## src/rtl/sram_rec_play_ctrl.sv

```systemverilog
// sram_rec_play_ctrl
//   Sequential initiator for the SRAM codec bridge. Record mode writes incoming
//   16-bit samples to consecutive word addresses starting at 0. Play mode reads
//   them back in the same order, one read per sample_req. Each SRAM access holds
//   its strobe for ACCESS_CYCLES cycles.
//
//   Optional feature (macro SRAM_LOOP_PLAY_EN): playback wraps to address 0 at
//   the end of the recording instead of stopping. It then ends only on i_stop.
//
// Ports
//   clk, rst          : clock (rising edge), asynchronous active-high reset
//   i_record, i_play  : level starts for record / playback (record wins)
//   i_stop            : pulse, ends the current mode (deferred during an access)
//   sample_in[_valid] : sample to record and its one-cycle qualifier
//   sample_req        : one-cycle request for the next playback sample
//   sample_out[_valid]: playback sample and its one-cycle qualifier
//   sram_write/read/on, sram_addr, sram_wdata, sram_rdata : bridge interface
//   rec_len           : number of samples stored by the last recording
//   busy              : controller not idle
//   done              : one-cycle pulse when record or playback ends
//   overrun           : sticky, a sample arrived while a write was in progress
module sram_rec_play_ctrl #(
  parameter int unsigned       ADDR_W        = 18,
  parameter logic [ADDR_W-1:0] MAX_ADDR      = 18'h3FFFF,
  parameter int unsigned       ACCESS_CYCLES = 2
) (
  input  logic              clk,
  input  logic              rst,
  input  logic              i_record,
  input  logic              i_play,
  input  logic              i_stop,
  input  logic [15:0]       sample_in,
  input  logic              sample_in_valid,
  input  logic              sample_req,
  output logic [15:0]       sample_out,
  output logic              sample_out_valid,
  output logic              sram_write,
  output logic              sram_read,
  output logic              sram_on,
  output logic [ADDR_W-1:0] sram_addr,
  output logic [15:0]       sram_wdata,
  input  logic [15:0]       sram_rdata,
  output logic [ADDR_W:0]   rec_len,
  output logic              busy,
  output logic              done,
  output logic              overrun
);

  typedef enum logic [2:0] {
    IDLE,
    REC_WAIT,
    REC_WR,
    PLAY_WAIT,
    PLAY_RD
  } state_t;

  localparam logic [3:0]    LAST_CNT = 4'(ACCESS_CYCLES - 1);
  localparam logic [ADDR_W:0] ONE    = {{ADDR_W{1'b0}}, 1'b1};

  state_t            state_q, state_d;
  // Pointers are one bit wider than the address so that MAX_ADDR+1 fits.
  logic [ADDR_W:0]   wr_ptr_q, wr_ptr_d;
  logic [ADDR_W:0]   rd_ptr_q, rd_ptr_d;
  logic [ADDR_W:0]   rec_len_q, rec_len_d;
  logic [3:0]        cnt_q, cnt_d;
  logic              stop_pend_q, stop_pend_d;
  logic [ADDR_W-1:0] addr_q, addr_d;
  logic [15:0]       wdata_q, wdata_d;
  logic [15:0]       sout_q, sout_d;
  logic              sout_valid_q, sout_valid_d;
  logic              done_q, done_d;
  logic              overrun_q, overrun_d;
  logic              access_last;
  logic [ADDR_W:0]   rd_next;

  always_ff @(posedge clk or posedge rst) begin
    if (rst) begin
      state_q      <= IDLE;
      wr_ptr_q     <= '0;
      rd_ptr_q     <= '0;
      rec_len_q    <= '0;
      cnt_q        <= '0;
      stop_pend_q  <= 1'b0;
      addr_q       <= '0;
      wdata_q      <= '0;
      sout_q       <= '0;
      sout_valid_q <= 1'b0;
      done_q       <= 1'b0;
      overrun_q    <= 1'b0;
    end else begin
      state_q      <= state_d;
      wr_ptr_q     <= wr_ptr_d;
      rd_ptr_q     <= rd_ptr_d;
      rec_len_q    <= rec_len_d;
      cnt_q        <= cnt_d;
      stop_pend_q  <= stop_pend_d;
      addr_q       <= addr_d;
      wdata_q      <= wdata_d;
      sout_q       <= sout_d;
      sout_valid_q <= sout_valid_d;
      done_q       <= done_d;
      overrun_q    <= overrun_d;
    end
  end

  always_comb begin
    state_d      = state_q;
    wr_ptr_d     = wr_ptr_q;
    rd_ptr_d     = rd_ptr_q;
    rec_len_d    = rec_len_q;
    cnt_d        = '0;
    stop_pend_d  = stop_pend_q;
    addr_d       = addr_q;
    wdata_d      = wdata_q;
    sout_d       = sout_q;
    sout_valid_d = 1'b0;
    done_d       = 1'b0;
    overrun_d    = overrun_q;
    access_last  = (cnt_q == LAST_CNT);
    rd_next      = rd_ptr_q + ONE;

    case (state_q)
      IDLE: begin
        stop_pend_d = 1'b0;
        if (i_record) begin
          state_d   = REC_WAIT;
          wr_ptr_d  = '0;
          overrun_d = 1'b0;
        end else if (i_play) begin
          if (rec_len_q != '0) begin
            state_d  = PLAY_WAIT;
            rd_ptr_d = '0;
          end else begin
            done_d = 1'b1;
          end
        end
      end

      REC_WAIT: begin
        // A stop arriving with a sample still records that sample first.
        if (sample_in_valid) begin
          wdata_d     = sample_in;
          addr_d      = wr_ptr_q[ADDR_W-1:0];
          state_d     = REC_WR;
          stop_pend_d = i_stop;
        end else if (i_stop) begin
          state_d   = IDLE;
          rec_len_d = wr_ptr_q;
          done_d    = 1'b1;
        end
      end

      REC_WR: begin
        if (sample_in_valid) begin
          overrun_d = 1'b1;
        end
        if (access_last) begin
          wr_ptr_d = wr_ptr_q + ONE;
          if (addr_q == MAX_ADDR || stop_pend_q || i_stop) begin
            state_d     = IDLE;
            rec_len_d   = wr_ptr_q + ONE;
            done_d      = 1'b1;
            stop_pend_d = 1'b0;
          end else begin
            state_d = REC_WAIT;
          end
        end else begin
          cnt_d = cnt_q + 4'd1;
          if (i_stop) begin
            stop_pend_d = 1'b1;
          end
        end
      end

      PLAY_WAIT: begin
        if (sample_req) begin
          addr_d      = rd_ptr_q[ADDR_W-1:0];
          state_d     = PLAY_RD;
          stop_pend_d = i_stop;
        end else if (i_stop) begin
          state_d = IDLE;
          done_d  = 1'b1;
        end
      end

      PLAY_RD: begin
        if (access_last) begin
          // Sample and done become visible together in the following cycle.
          sout_d       = sram_rdata;
          sout_valid_d = 1'b1;
          rd_ptr_d     = rd_next;
          if (stop_pend_q || i_stop) begin
            state_d     = IDLE;
            done_d      = 1'b1;
            stop_pend_d = 1'b0;
          end else if (rd_next == rec_len_q) begin
`ifdef SRAM_LOOP_PLAY_EN
            rd_ptr_d = '0;
            state_d  = PLAY_WAIT;
`else
            state_d = IDLE;
            done_d  = 1'b1;
`endif
          end else begin
            state_d = PLAY_WAIT;
          end
        end else begin
          cnt_d = cnt_q + 4'd1;
          if (i_stop) begin
            stop_pend_d = 1'b1;
          end
        end
      end

      default: begin
        state_d = IDLE;
      end
    endcase
  end

  // Strobes decode directly from the state register so an async reset drops
  // them in the same instant.
  assign sram_write       = (state_q == REC_WR);
  assign sram_read        = (state_q == PLAY_RD);
  assign sram_on          = (state_q != IDLE);
  assign busy             = (state_q != IDLE);
  assign sram_addr        = addr_q;
  assign sram_wdata       = wdata_q;
  assign sample_out       = sout_q;
  assign sample_out_valid = sout_valid_q;
  assign rec_len          = rec_len_q;
  assign done             = done_q;
  assign overrun          = overrun_q;

endmodule
```

## config.mk

```make
export PLATFORM = sky130hd
export DESIGN_NAME = sram_rec_play_ctrl
export DESIGN_NICKNAME = d
export VERILOG_FILES = /design/src/rtl/sram_rec_play_ctrl.sv
export SDC_FILE = /design/constraint.sdc
export NUM_CORES = 1
export LEC_CHECK = 0
export CORE_MARGIN = 1.5
export CORE_UTILIZATION = 50
export DETAILED_ROUTE_END_ITERATION = 8
export HOLD_SLACK_MARGIN = 0.02
export PLACE_DENSITY_LB_ADDON = 0.3
export SLEW_MARGIN = 10
export SYNTH_ARGS = -nofsm -noshare
export SYNTH_HDL_FRONTEND = slang
export SYNTH_SLANG_ARGS = --single-unit
```

## constraint.sdc

```tcl
create_clock -name clk -period 5 [get_ports clk]
set_input_delay 1.5 -clock clk [delete_from_list [all_inputs] [get_ports clk]]
set_output_delay 1.5 -clock clk [all_outputs]
set_load 0.05 [all_outputs]
```

== Word-level counts from Yosys, hierarchy flattened ==
Cells that the tools add are included.
Storage, ports and cells
  bits in registers: 118
  bits in latches: 0
  RAM bits: 0
  ROM bits: 0
  bits of input ports: 39
  word-level logic and storage cells: 114
  memories kept: 0
Operators by class
  add/sub/neg operators: 3
  multipliers: 0
  divide/modulo/power cells: 0
  order comparisons: 0
  eq/ne operators: 23
  shifts and indexed selects: 0
  mux-type cells: 55
  bitwise gates (word level): 0
  reductions and logical operators: 21
Operators with widths (number)
  two-way mux 19 bit: 10
  one-hot mux 19 bit (2 select lines): 3
  adder 19 x 1 -> 19 bit (second input constant): 2
  two-way mux 18 bit: 2
  one-hot mux 18 bit (2 select lines): 1
  two-way mux 3 bit: 8
  two-way mux 1 bit: 23
  == test 19 bit: 1
  nonzero test 19 bit: 1
  == test 18 bit (second input constant): 1
  inequality test 2 bit (second input constant): 9
  one-hot mux 3 bit (5 select lines): 1
  AND reduction 5 bit: 3
  one-hot mux 1 bit (5 select lines): 2
  AND reduction 3 bit: 3
  two-way mux 4 bit: 2
  nonzero test 2 bit: 4
  == test 3 x 2 -> 1 bit (second input constant): 2
  inequality test 2 x 1 -> 1 bit (second input constant): 3
  inequality test 3 x 2 -> 1 bit (second input constant): 2
  inequality test 3 bit (second input constant): 2
  nonzero test 5 bit: 1
  adder 4 x 1 -> 4 bit (second input constant): 1
  == test 4 x 1 -> 1 bit (second input constant): 1
  other kinds (10): 14

== Logic depth before layout (Yosys ltp) ==
  word-level depth: 6
  mapped depth: 10

== Worst setup path before layout ==
Ideal clock, no wire load.
  path type: reg-to-output
  start: reg state_q[0]
  end: out sram_write
  arrival time: 1.581 ns
  path slack: 1.919 ns
  stages on the path, launching flop included: 7
  path buffers: 4
  cells stage by stage: dfrtp_1 buf_2 or3_1 clkbuf_1 inv_1 buf_2 buf_2
On the way
  longest elaborated chain between the ends: 1
RTL lines
  start: declaration: line 60  | state_t state_q, state_d;
  start signal: assignment: line 91  | state_q <= state_d;
  == test 3 x 2 -> 1 bit: line 223  | assign sram_write = (state_q == REC_WR);
  end: declaration: line 37  | output logic sram_write,
No other way between the ends.

== Final worst setup path ==
  start: reg state_q[1]
  end: out sram_write
Same word-level chain as after synthesis.

==> impl_metrics.toml <==
[placed_design]
dp_hpwl_mm = 12.55
place.gp.congestion = 0.9605
preCtsSetupSlack_ns = 1.306
portBuffers = 114
place_inst = 948
postPlaceCellArea_sq_um = 7654

[cts]
cts_tree = "built"
clockBufferDepth = 2
clkSinkCount = 118
numCtsBuffers = 17
postCtsSetupRepairBufs = 0
worstSkewPairLatency_ns = 0.42
cts_resized = 0
clockRootBuffer = "clkbuf_16"
cts_hold_buf = 0
cts_max_level = 4
cts.clk_slew.worst_paths_ns = 0.05

[routing]
num_vias = 5820
wl_mm = 17.97
viasPerCell = 5.945
final_antenna_net_count = 0
drtPass1Iterations = 6
drt_iter0_drc = 560
avgRoutedWirePerCell_um = 18.36
drt_drc_violations_left = 0

[min_path]
hp-class = "reg -> reg"

[power_and_ir_drop]
p_leak_nw = 3.491
pwr_density_cell_nw_per_um2 = 656.1
ir_drop_v = 0.0003470

[floorplan]
core_area_sq_um = 12570
dieArea_sq_um = 13530
die_h_um = 116.3
rows = 41
start_util_pct = 51.07
die_w_um = 116.3
boundaryPins = 115

[logic_synthesis]
synthArstFlopShare_pct = 100.0
synth-edff-count = 0
yosysUniqueCellTypes = 66
synth_nets = 746
synthesis.area_sq_um = 6419
avgSynthCellArea_sq_um = 9.143
ys_seq_elements = 118
yosysSeqAreaShare_pct = 46.00
ys.warnings.count = 0
synthCells = 702
ys.flop_type = "dfrtp_1"

[critical_path]
crit_type = "reg -> out"
path_cells = "inv_1, or3_1, buf_4, inv_1, clkdlybuf4s50_1"
cp_num_buf_inv = 4
cp.required_ns = 3.50
crit_family = "buffers and inverters"
worstSetupEndpointType = "primary output"
start_kind = "register"
cp_data_arrival_time_ns = 2.65
max_stage_delay_ns = 0.80
crit_path_frequent_cell = "inv_1"
slowest_stage = "clkdlybuf4s50_1"
critPathMaxFanout = 23

[timing]
clock_skew_ns = 0.01259
maxSlewHeadroom_pct = 42.60
fin_tns_setup_ns = 0
max_freq_mhz = 240.9
rsz0062_at_grt = "false"
whs_ns = 0.4692
slew_violations = 0
timing.final.crit_share_pct = 83.01
min_period_ns = 4.150
final-setup-viol-count = 0
fin_ws_ns = 0.8496
worst_slew_pin_slew_ns = 0.8610
hold_violations = 0

[grt]
antenna_found_initial = 0
grt.overflow.total = 0
grt_max_degree = 70
grt_pass1_wl_mm = 28.39
grt_pass1_vias = 5396
grt_use_total_pct = 27.61

[final_layout]
mostFrequentLayoutCells = "118 x dfrtp_1, 114 x clkdlybuf4s50_1, 105 x nand2_1"
drive_gt1_share_pct = 9.170
layout.nets = 839
syn_to_final_growth_pct = 28.97
diodes = 0
layout_commonest_cell = "dfrtp_1"
postLayoutCellArea_sq_um = 8278
instances_no_fill = 979

[status]
status = "finished clean"

[run]
maxCapViolations = 0
-- cell type report --
class	instances	area (sq um)
clock buffers	23	478.0
flip-flops and latches	118	2953
repair buffers	125	1224
well taps	172	215.2
multi-input cells	519	3207
clock inverters	8	146.4
fillers	1002	4290
inverters	14	55.05
-- routing by layer --
layer / track usage, % / wire length (um)
met1: 36.90 / 7381
met2: 44.27 / 8713
met3: 6.279 / 1448
met4: 10.16 / 427
met5: 0 / 0
-- flip-flops by register name, indices dropped and copies added (netlist names) --
name              cells
rd_ptr_q             19
rec_len              19
wr_ptr_q             19
sram_addr            18
sample_out           16
sram_wdata           16
cnt_q                 4
state_q               3
done                  1
overrun               1
sample_out_valid      1
stop_pend_q           1
-- through the flow --
step | power (mW) | utilization (%)
after floorplan | 3.246 | -
after global placement | 4.072 | 60.90
after detailed placement | 4.131 | 60.90
after CTS | 5.436 | 65.86
after global routing | 5.679 | 65.86
final | 5.431 | 65.86
-- cells in the mapped netlist, types with 7 or more instances --
library cell / n / area (sq um)
and3_1: 10 / 62.56
mux2_2: 18 / 202.7
a31oi_1: 12 / 75.07
nand4_1: 16 / 100.1
dfrtp_1: 118 / 2953
nand2_1: 105 / 394.1
and2_1: 7 / 43.79
inv_1: 12 / 45.04
nor4_1: 12 / 75.07
nand3_1: 19 / 95.09
a21oi_1: 39 / 195.2
o31ai_1: 15 / 112.6
xor2_1: 18 / 157.7
xnor2_1: 21 / 183.9
buf_2: 16 / 80.08
mux2i_1: 17 / 170.2
nor2_1: 58 / 217.7
clkbuf_1: 26 / 97.59
o21ai_0: 71 / 355.3
-- worst register-to-register path: stages (launching register included) --
cell and delay (ns):
dfrtp_1 0.66, inv_1 0.10, or3_1 0.35, buf_4 0.22
inv_1 0.10, buf_4 0.27, nand2_1 0.44, o32ai_4 0.21
buf_4 0.38, nor2_1 0.10, a21oi_1 0.16
-- report_power, final --
part	internal (mW)	switching (mW)	total, mW
Clock	0.869	0.419	1.29
Combinational	0.886	1.68	2.57
Sequential	1.25	0.329	1.58
-- kinds of logic after synthesis --
family	count (synthesis)	share of synthesized area (%)
AOI/OAI and AO/OA	171	15.85
and+or+nand+nor	268	21.23
xor gates and xnor gates	40	5.673
adders and majority gates	5	0.9747
DFF	118	46.00
buffers and inverters	65	4.464
muxes	35	5.809
-- final timing paths --
kind	cells past startpoint	slack, ns	start	to
setup / recovery	5	0.85	state_q[1]$_DFFE_PP0P_	sram_write
hold reg to reg	2	0.47	sample_out[11]$_DFFE_PP0P_	sample_out[11]$_DFFE_PP0P_
min in group asynchronous	2	1.62	rst	rd_ptr_q[18]$_DFFE_PP0P_
hold / removal	2	0.47	sample_out[11]$_DFFE_PP0P_	sample_out[11]$_DFFE_PP0P_
setup reg to reg	10	1.92	state_q[1]$_DFFE_PP0P_	rec_len[10]$_DFFE_PP0P_
max in group asynchronous	3	2.47	rst	wr_ptr_q[10]$_DFFE_PP0P_
Power figures use the tool's default switching activity.
